[src/rtl/rotary_bcd_adjust.sv]
// Rotary encoder value adjuster: synchronised/debounced EC11 decode, bounded value
// with wrap/saturate and acceleration, sequential binary-to-BCD with blank mask.
module rotary_bcd_adjust #(
  parameter int DIGITS     = 2,
  parameter int MIN_VAL    = 0,
  parameter int MAX_VAL    = 99,
  parameter int INIT_VAL   = 0,
  parameter int WRAP       = 0,
  parameter int DEB_CYCLES = 12000,
  parameter int FAST_WIN   = 1200000,
  parameter int FAST_STEP  = 10,
  localparam int W         = $clog2(MAX_VAL + 1)
) (
  input  logic                clk,
  input  logic                rst,
  input  logic                key_a,
  input  logic                key_b,
  output logic [W-1:0]        value,
  output logic [4*DIGITS-1:0] bcd,
  output logic                bcd_upd,
  output logic                up_pulse,
  output logic                dn_pulse,
  output logic                at_min,
  output logic                at_max,
  output logic [DIGITS-1:0]   blank
);

  localparam int DW = $clog2(DEB_CYCLES);
  localparam int IW = $clog2(FAST_WIN + 1);
  localparam int SW = W + 1;
  localparam int CW = $clog2(W + 1);
  localparam int BW = 4 * DIGITS;

  localparam logic [DW-1:0] DEB_LAST  = DW'(DEB_CYCLES - 1);
  localparam logic [IW-1:0] IDLE_SAT  = IW'(FAST_WIN);
  localparam logic [IW-1:0] IDLE_FAST = IW'(FAST_WIN - 1);
  localparam logic [W-1:0]  MIN_V     = W'(MIN_VAL);
  localparam logic [W-1:0]  MAX_V     = W'(MAX_VAL);
  localparam logic [W-1:0]  INIT_V    = W'(INIT_VAL);
  localparam logic [SW-1:0] MIN_X     = SW'(MIN_VAL);
  localparam logic [SW-1:0] MAX_X     = SW'(MAX_VAL);
  localparam logic [SW-1:0] FAST_X    = SW'(FAST_STEP);
  localparam logic [CW-1:0] W_CNT     = CW'(W);

  typedef enum logic [1:0] {DIR_NONE, DIR_UP, DIR_DN} dir_t;
  typedef enum logic [1:0] {ST_IDLE, ST_SHIFT, ST_DONE} conv_state_t;

  logic [1:0] pin_raw;
  logic [1:0] deb_lvl;

  assign pin_raw = {key_b, key_a};

  genvar gi;

  // Channel 0 is A, channel 1 is B; pins idle high so everything resets to 1.
  generate
    for (gi = 0; gi < 2; gi++) begin : g_deb
      logic          sync1_reg;
      logic          sync2_reg;
      logic          deb_reg;
      logic [DW-1:0] cnt_reg;

      always_ff @(posedge clk or posedge rst) begin
        if (rst) begin
          sync1_reg <= 1'b1;
          sync2_reg <= 1'b1;
          deb_reg   <= 1'b1;
          cnt_reg   <= '0;
        end else begin
          sync1_reg <= pin_raw[gi];
          sync2_reg <= sync1_reg;
          if (sync2_reg == deb_reg) begin
            cnt_reg <= '0;
          end else if (cnt_reg == DEB_LAST) begin
            deb_reg <= sync2_reg;
            cnt_reg <= '0;
          end else begin
            cnt_reg <= cnt_reg + 1'b1;
          end
        end
      end

      assign deb_lvl[gi] = deb_reg;
    end
  endgenerate

  logic deb_a_d_reg;
  logic step_req_reg;
  logic step_cw_reg;

  always_ff @(posedge clk or posedge rst) begin
    if (rst) begin
      deb_a_d_reg  <= 1'b1;
      step_req_reg <= 1'b0;
      step_cw_reg  <= 1'b0;
    end else begin
      deb_a_d_reg  <= deb_lvl[0];
      step_req_reg <= deb_a_d_reg & ~deb_lvl[0];
      step_cw_reg  <= deb_lvl[1];
    end
  end

  dir_t          last_dir_reg;
  logic [IW-1:0] idle_cnt_reg;
  logic [W-1:0]  value_reg;
  logic [W-1:0]  value_next;
  logic [SW-1:0] step_amt;
  logic [SW-1:0] value_ext;
  logic [SW-1:0] sum_up;
  logic          fast;
  logic          value_chg;
  logic          up_pulse_reg;
  logic          dn_pulse_reg;

  // idle_cnt is cleared on a step, so elapsed cycles at the next step is idle_cnt+1.
  always_comb begin
    fast       = (idle_cnt_reg < IDLE_FAST) &&
                 (step_cw_reg ? (last_dir_reg == DIR_UP) : (last_dir_reg == DIR_DN));
    step_amt   = fast ? FAST_X : SW'(1);
    value_ext  = {1'b0, value_reg};
    sum_up     = value_ext + step_amt;
    value_next = value_reg;
    if (step_req_reg) begin
      if (step_cw_reg) begin
        if (sum_up > MAX_X) begin
          value_next = (WRAP != 0) ? MIN_V : MAX_V;
        end else begin
          value_next = sum_up[W-1:0];
        end
      end else begin
        if (value_ext < MIN_X + step_amt) begin
          value_next = (WRAP != 0) ? MAX_V : MIN_V;
        end else begin
          value_next = W'(value_ext - step_amt);
        end
      end
    end
  end

  assign value_chg = step_req_reg && (value_next != value_reg);

  always_ff @(posedge clk or posedge rst) begin
    if (rst) begin
      value_reg    <= INIT_V;
      idle_cnt_reg <= IDLE_SAT;
      last_dir_reg <= DIR_NONE;
      up_pulse_reg <= 1'b0;
      dn_pulse_reg <= 1'b0;
    end else begin
      value_reg    <= value_next;
      up_pulse_reg <= step_req_reg & step_cw_reg;
      dn_pulse_reg <= step_req_reg & ~step_cw_reg;
      if (step_req_reg) begin
        idle_cnt_reg <= '0;
        last_dir_reg <= step_cw_reg ? DIR_UP : DIR_DN;
      end else if (idle_cnt_reg != IDLE_SAT) begin
        idle_cnt_reg <= idle_cnt_reg + 1'b1;
      end
    end
  end

  conv_state_t   state_reg;
  logic          pending_reg;
  logic [W-1:0]  bin_reg;
  logic [BW-1:0] scratch_reg;
  logic [BW-1:0] scratch_adj;
  logic [BW-1:0] bcd_reg;
  logic [CW-1:0] bit_cnt_reg;
  logic          bcd_upd_reg;

  generate
    for (gi = 0; gi < DIGITS; gi++) begin : g_add3
      assign scratch_adj[4*gi +: 4] = (scratch_reg[4*gi +: 4] >= 4'd5) ?
                                      scratch_reg[4*gi +: 4] + 4'd3 :
                                      scratch_reg[4*gi +: 4];
    end
  endgenerate

  // A value change during SHIFT re-arms pending; the set below overrides the clear.
  always_ff @(posedge clk or posedge rst) begin
    if (rst) begin
      state_reg   <= ST_IDLE;
      pending_reg <= 1'b1;
      bin_reg     <= '0;
      scratch_reg <= '0;
      bit_cnt_reg <= '0;
      bcd_reg     <= '0;
      bcd_upd_reg <= 1'b0;
    end else begin
      bcd_upd_reg <= 1'b0;
      case (state_reg)
        ST_IDLE: begin
          if (pending_reg) begin
            state_reg   <= ST_SHIFT;
            bin_reg     <= value_reg;
            scratch_reg <= '0;
            bit_cnt_reg <= '0;
            pending_reg <= 1'b0;
          end
        end
        ST_SHIFT: begin
          if (bit_cnt_reg == W_CNT) begin
            bcd_reg     <= scratch_reg;
            bcd_upd_reg <= 1'b1;
            state_reg   <= ST_DONE;
          end else begin
            scratch_reg <= {scratch_adj[BW-2:0], bin_reg[W-1]};
            bin_reg     <= bin_reg << 1;
            bit_cnt_reg <= bit_cnt_reg + 1'b1;
          end
        end
        ST_DONE: state_reg <= ST_IDLE;
        default: state_reg <= ST_IDLE;
      endcase
      if (value_chg) begin
        pending_reg <= 1'b1;
      end
    end
  end

  assign blank[0] = 1'b0;
  generate
    for (gi = 1; gi < DIGITS; gi++) begin : g_blank
      assign blank[gi] = (bcd_reg[BW-1:4*gi] == '0);
    end
  endgenerate

  assign value    = value_reg;
  assign bcd      = bcd_reg;
  assign bcd_upd  = bcd_upd_reg;
  assign up_pulse = up_pulse_reg;
  assign dn_pulse = dn_pulse_reg;
  assign at_min   = (value_reg == MIN_V);
  assign at_max   = (value_reg == MAX_V);

endmodule

[config.mk]
export PLATFORM = sky130hd
export DESIGN_NAME = rotary_bcd_adjust
export DESIGN_NICKNAME = d
export VERILOG_FILES = /design/src/rtl/rotary_bcd_adjust.sv
export SDC_FILE = /design/constraint.sdc
export NUM_CORES = 1
export LEC_CHECK = 0
export BUFFER_PORTS_ARGS = -buffer_cell sky130_fd_sc_hd__buf_4
export CORE_MARGIN = 5
export CORE_UTILIZATION = 55
export DETAILED_ROUTE_END_ITERATION = 10
export PLACE_DENSITY = 0.72
export RECOVER_POWER = 100
export SLEW_MARGIN = 20
export SYNTH_ARGS = -nofsm -noshare
export SYNTH_HDL_FRONTEND = slang
export SYNTH_SLANG_ARGS = --single-unit
[constraint.sdc]
create_clock -name clk -period 6.5 [get_ports clk]
set_input_delay 0.65 -clock clk [delete_from_list [all_inputs] [get_ports clk]]
set_output_delay 0.65 -clock clk [all_outputs]
set_load 0.01 [all_outputs]
==> key figures <==
Critical path
  • Largest stage delay, worst path: 2.37 ns
  • Crit path kind: in2async
  • Worst path required time: 6.25 ns
  • CP Max Fanout: 64
  • Startpoint types: primary input
  • Data arrival, critical path: 4.07 ns
  • CP max-delay cell: clkbuf_1
  • Number of buffers and inverters on the critical path: 3
  • Crit path cell chain: clkbuf_4 > clkinvlp_2 > clkbuf_1
  • CP Capture Type: async pin
  • Worst path top cell family by delay: buffers and inverters

CTS
  • CTS tree: yes
  • Clk_lat worst skew: 0.36 ns
  • Root Buffer: clkbuf_8
  • Clock-pin slew on the worst setup and hold paths: 0.10 ns
  • CTS Hold Bufs: 0
  • CTS Buf Count: 9
  • Post-CTS setup buffer count: 0
  • Sink Count: 99
  • Resized cells post-CTS: 0
  • H-Tree Depth: 3
  • Clock buffer depth: 2

Final layout
  • Layout area overhead: 6.847%
  • Antenna cells: 0
  • Most common cell after layout, fill and taps aside: dfrtp_1
  • Max reg flops: 28
  • Nets: 609
  • Fill cell count: 799
  • Fin util: 60.91%
  • Commonest cells after routing, fill and taps aside: dfrtp_1 (83), nor2_1 (78), nand2_1 (45)
  • Layout cells sized above 1: 7.939%

Flow run
  • Max cap viols: 3

Yosys
  • Flops & latches, synth: 99
  • Synth top area cells: dfrtp_1 (39%), dfstp_2 (7.9%), nor2_1 (5.5%)
  • Asr flop ratio synth: 100.0%
  • Largest area contributor in the netlist: dfrtp_1
  • Main synth FF type: dfrtp_1
  • Cell Area, Synth: 5318 sq um
  • Sequential-to-total area share from yosys stat: 46.96%
  • Post-synthesis net count: 595
  • Share of the synthesized area in the top cell type: 39.06%
  • Unique masters post-synth: 59
  • Avg Cell Area, Syn: 9.280 sq um
  • Synthesized instance count: 573
  • Yosys warnings: 0
  • Post-synth EDFFs: 0

Floorplan
  • Core ar.: 9328 sq um
  • Die width: 108.3 microns
  • Die area: 11730 sq um
  • Die Ht: 108.3 microns
  • # rows: 35
  • Starting density of the core: 57.01%
  • Number of I/O pins: 26

Global routing
  • First-pass GRT wire length: 19230 microns
  • GRT Total Usage: 20.45%
  • Largest net degree at the start of global routing: 65
  • Initial antenna violation count: 0
  • Vias in the first global route: 4045
  • Grt total ovfl: 0

Detailed routing
  • Drt drc: 0
  • Vias: 4163
  • Via density: 5.774
  • Starting DRC count in detailed routing: 186
  • Final wirelength: 11260 microns
  • Drt wl/cell: 15.61 microns
  • TritonRoute pass-1 iters: 7
  • Routed Antenna Nets: 0

Hold path
  • Hold Path Class: reg2reg

STA
  • Setup Viol. Count Final: 0
  • Final-report hold violation count: 0
  • Fin crit share: 66.44%
  • Final TNS setup: 0 ns
  • Final min period: 4.319 ns
  • Slew headroom: -117.6%
  • Max Clk Rate: 0.2316 GHz
  • Setup Skew: 0.008812 ns
  • RSZ-0062 raised after global routing: no
  • Final-report max-slew violation count: 141
  • Slew @ Worst Pin: 3.264 ns

Power and ir drop
  • Sw Share: 22.83%
  • Pwr/cell area: 184.4 nW/um^2
  • Leak: 2.470 nW
  • Combinational power share: 2.1%
  • Sequential power share: 59.7%
  • Clock share of power: 38.3%
  • Net Switching: 0.2392 mW
  • Max rail drop VDD: 0.0001677 V
  • Cell-internal power: 0.8086 mW

Place
  • # port buffers: 24
  • DP HPWL: 7846 microns
  • RD Place Congestion: 0.9173

Status
  • Outcome: finished, violations left
  • Failing checks: max-capacitance violations, max-slew violations
==> cell families (layout without fill, tap and decap cells) <==
kind of cell               count (synthesis)  count (layout)  synth area share (%)
DFF                                       99              99                 46.96
buffers and inverters                     51              70                 3.811
xor gates and xnor gates                  47              47                 7.741
and+or+nand+nor                          234             234                 21.51
AOI/OAI and AO/OA                        113             113                 13.34
adders and majority gates                 18              18                 4.518
muxes                                     10              10                 2.047
other                                      1               1               0.07052
==> cells in the mapped netlist (all sizes together) (4+ instances only) <==
library cell,instances
nor3,11
o21ai,38
clkbuf,16
nor2,78
inv,27
or2,4
ha,16
o21a,5
nand2,45
mux2,7
a21oi,27
buf,7
nor2b,8
dfstp,16
nand4,11
nand2b,5
o31ai,6
a21o,4
o22ai,6
xnor2,19
xor2,28
and3,12
nand3,32
dfrtp,83
a31oi,5
nor4,9
==> metal layers <==
metal	GRT usage [%]	wire length, microns
met5	0	0
met1	26.81	5063
met3	4.358	506
met4	5.410	132
met2	34.59	5552
==> layout make-up <==
| class | instances | area (sq um) | area share (%) |
|---|---|---|---|
| inverter | 28 | 106.4 | 1.872 |
| timing repair buffer | 26 | 108.9 | 1.916 |
| sequential | 99 | 2497 | 43.96 |
| tap | 129 | 161.4 | 2.841 |
| multi-input combinational | 423 | 2605 | 45.85 |
| clock buffer | 10 | 127.6 | 2.246 |
| clock inverter | 6 | 75.07 | 1.321 |
==> power groups by stage <==
stage                     Combinational, mW  Sequential [mW]  Clock [mW]
after floorplan                      0.0174            0.636           0
after global placement               0.0232            0.636           0
after detailed placement             0.0238            0.637           0
after CTS                            0.0237            0.625       0.417
after global routing                 0.0262            0.626       0.440
final                                0.0219            0.625       0.401
==> path summary, 6_finish.rpt <==
path / start / end / slack (ns) / cells after the start
setup / recovery: rst / idle_cnt_reg[19] / 2.18 / 3
max in group clk: idle_cnt_reg[2] / pending_reg / 2.64 / 15
min in group asynchronous: rst / bin_reg[5] / 0.65 / 2
hold reg to reg: g_deb[0].sync1_reg / g_deb[0].sync2_reg / 0.36 / 0
hold / removal: g_deb[0].sync1_reg / g_deb[0].sync2_reg / 0.36 / 0
setup reg to reg: idle_cnt_reg[2] / pending_reg / 2.64 / 15
==> stage by stage <==
step                      std cells  hold WS [ns]  power, mW  cell area, sq um  setup slack (ns)
after CTS                       721        0.2803      1.066              5782             2.704
final                           721        0.3617      1.048              5682             2.181
after detailed placement        705        0.3488     0.6605              5579             2.727
after floorplan                 573        0.3452     0.6532              5318             3.142
after global placement          705        0.3465     0.6596              5579             2.798
after global routing            721        0.3526      1.093              5682             1.249
Note: power is estimated with default switching activity, not from simulation.
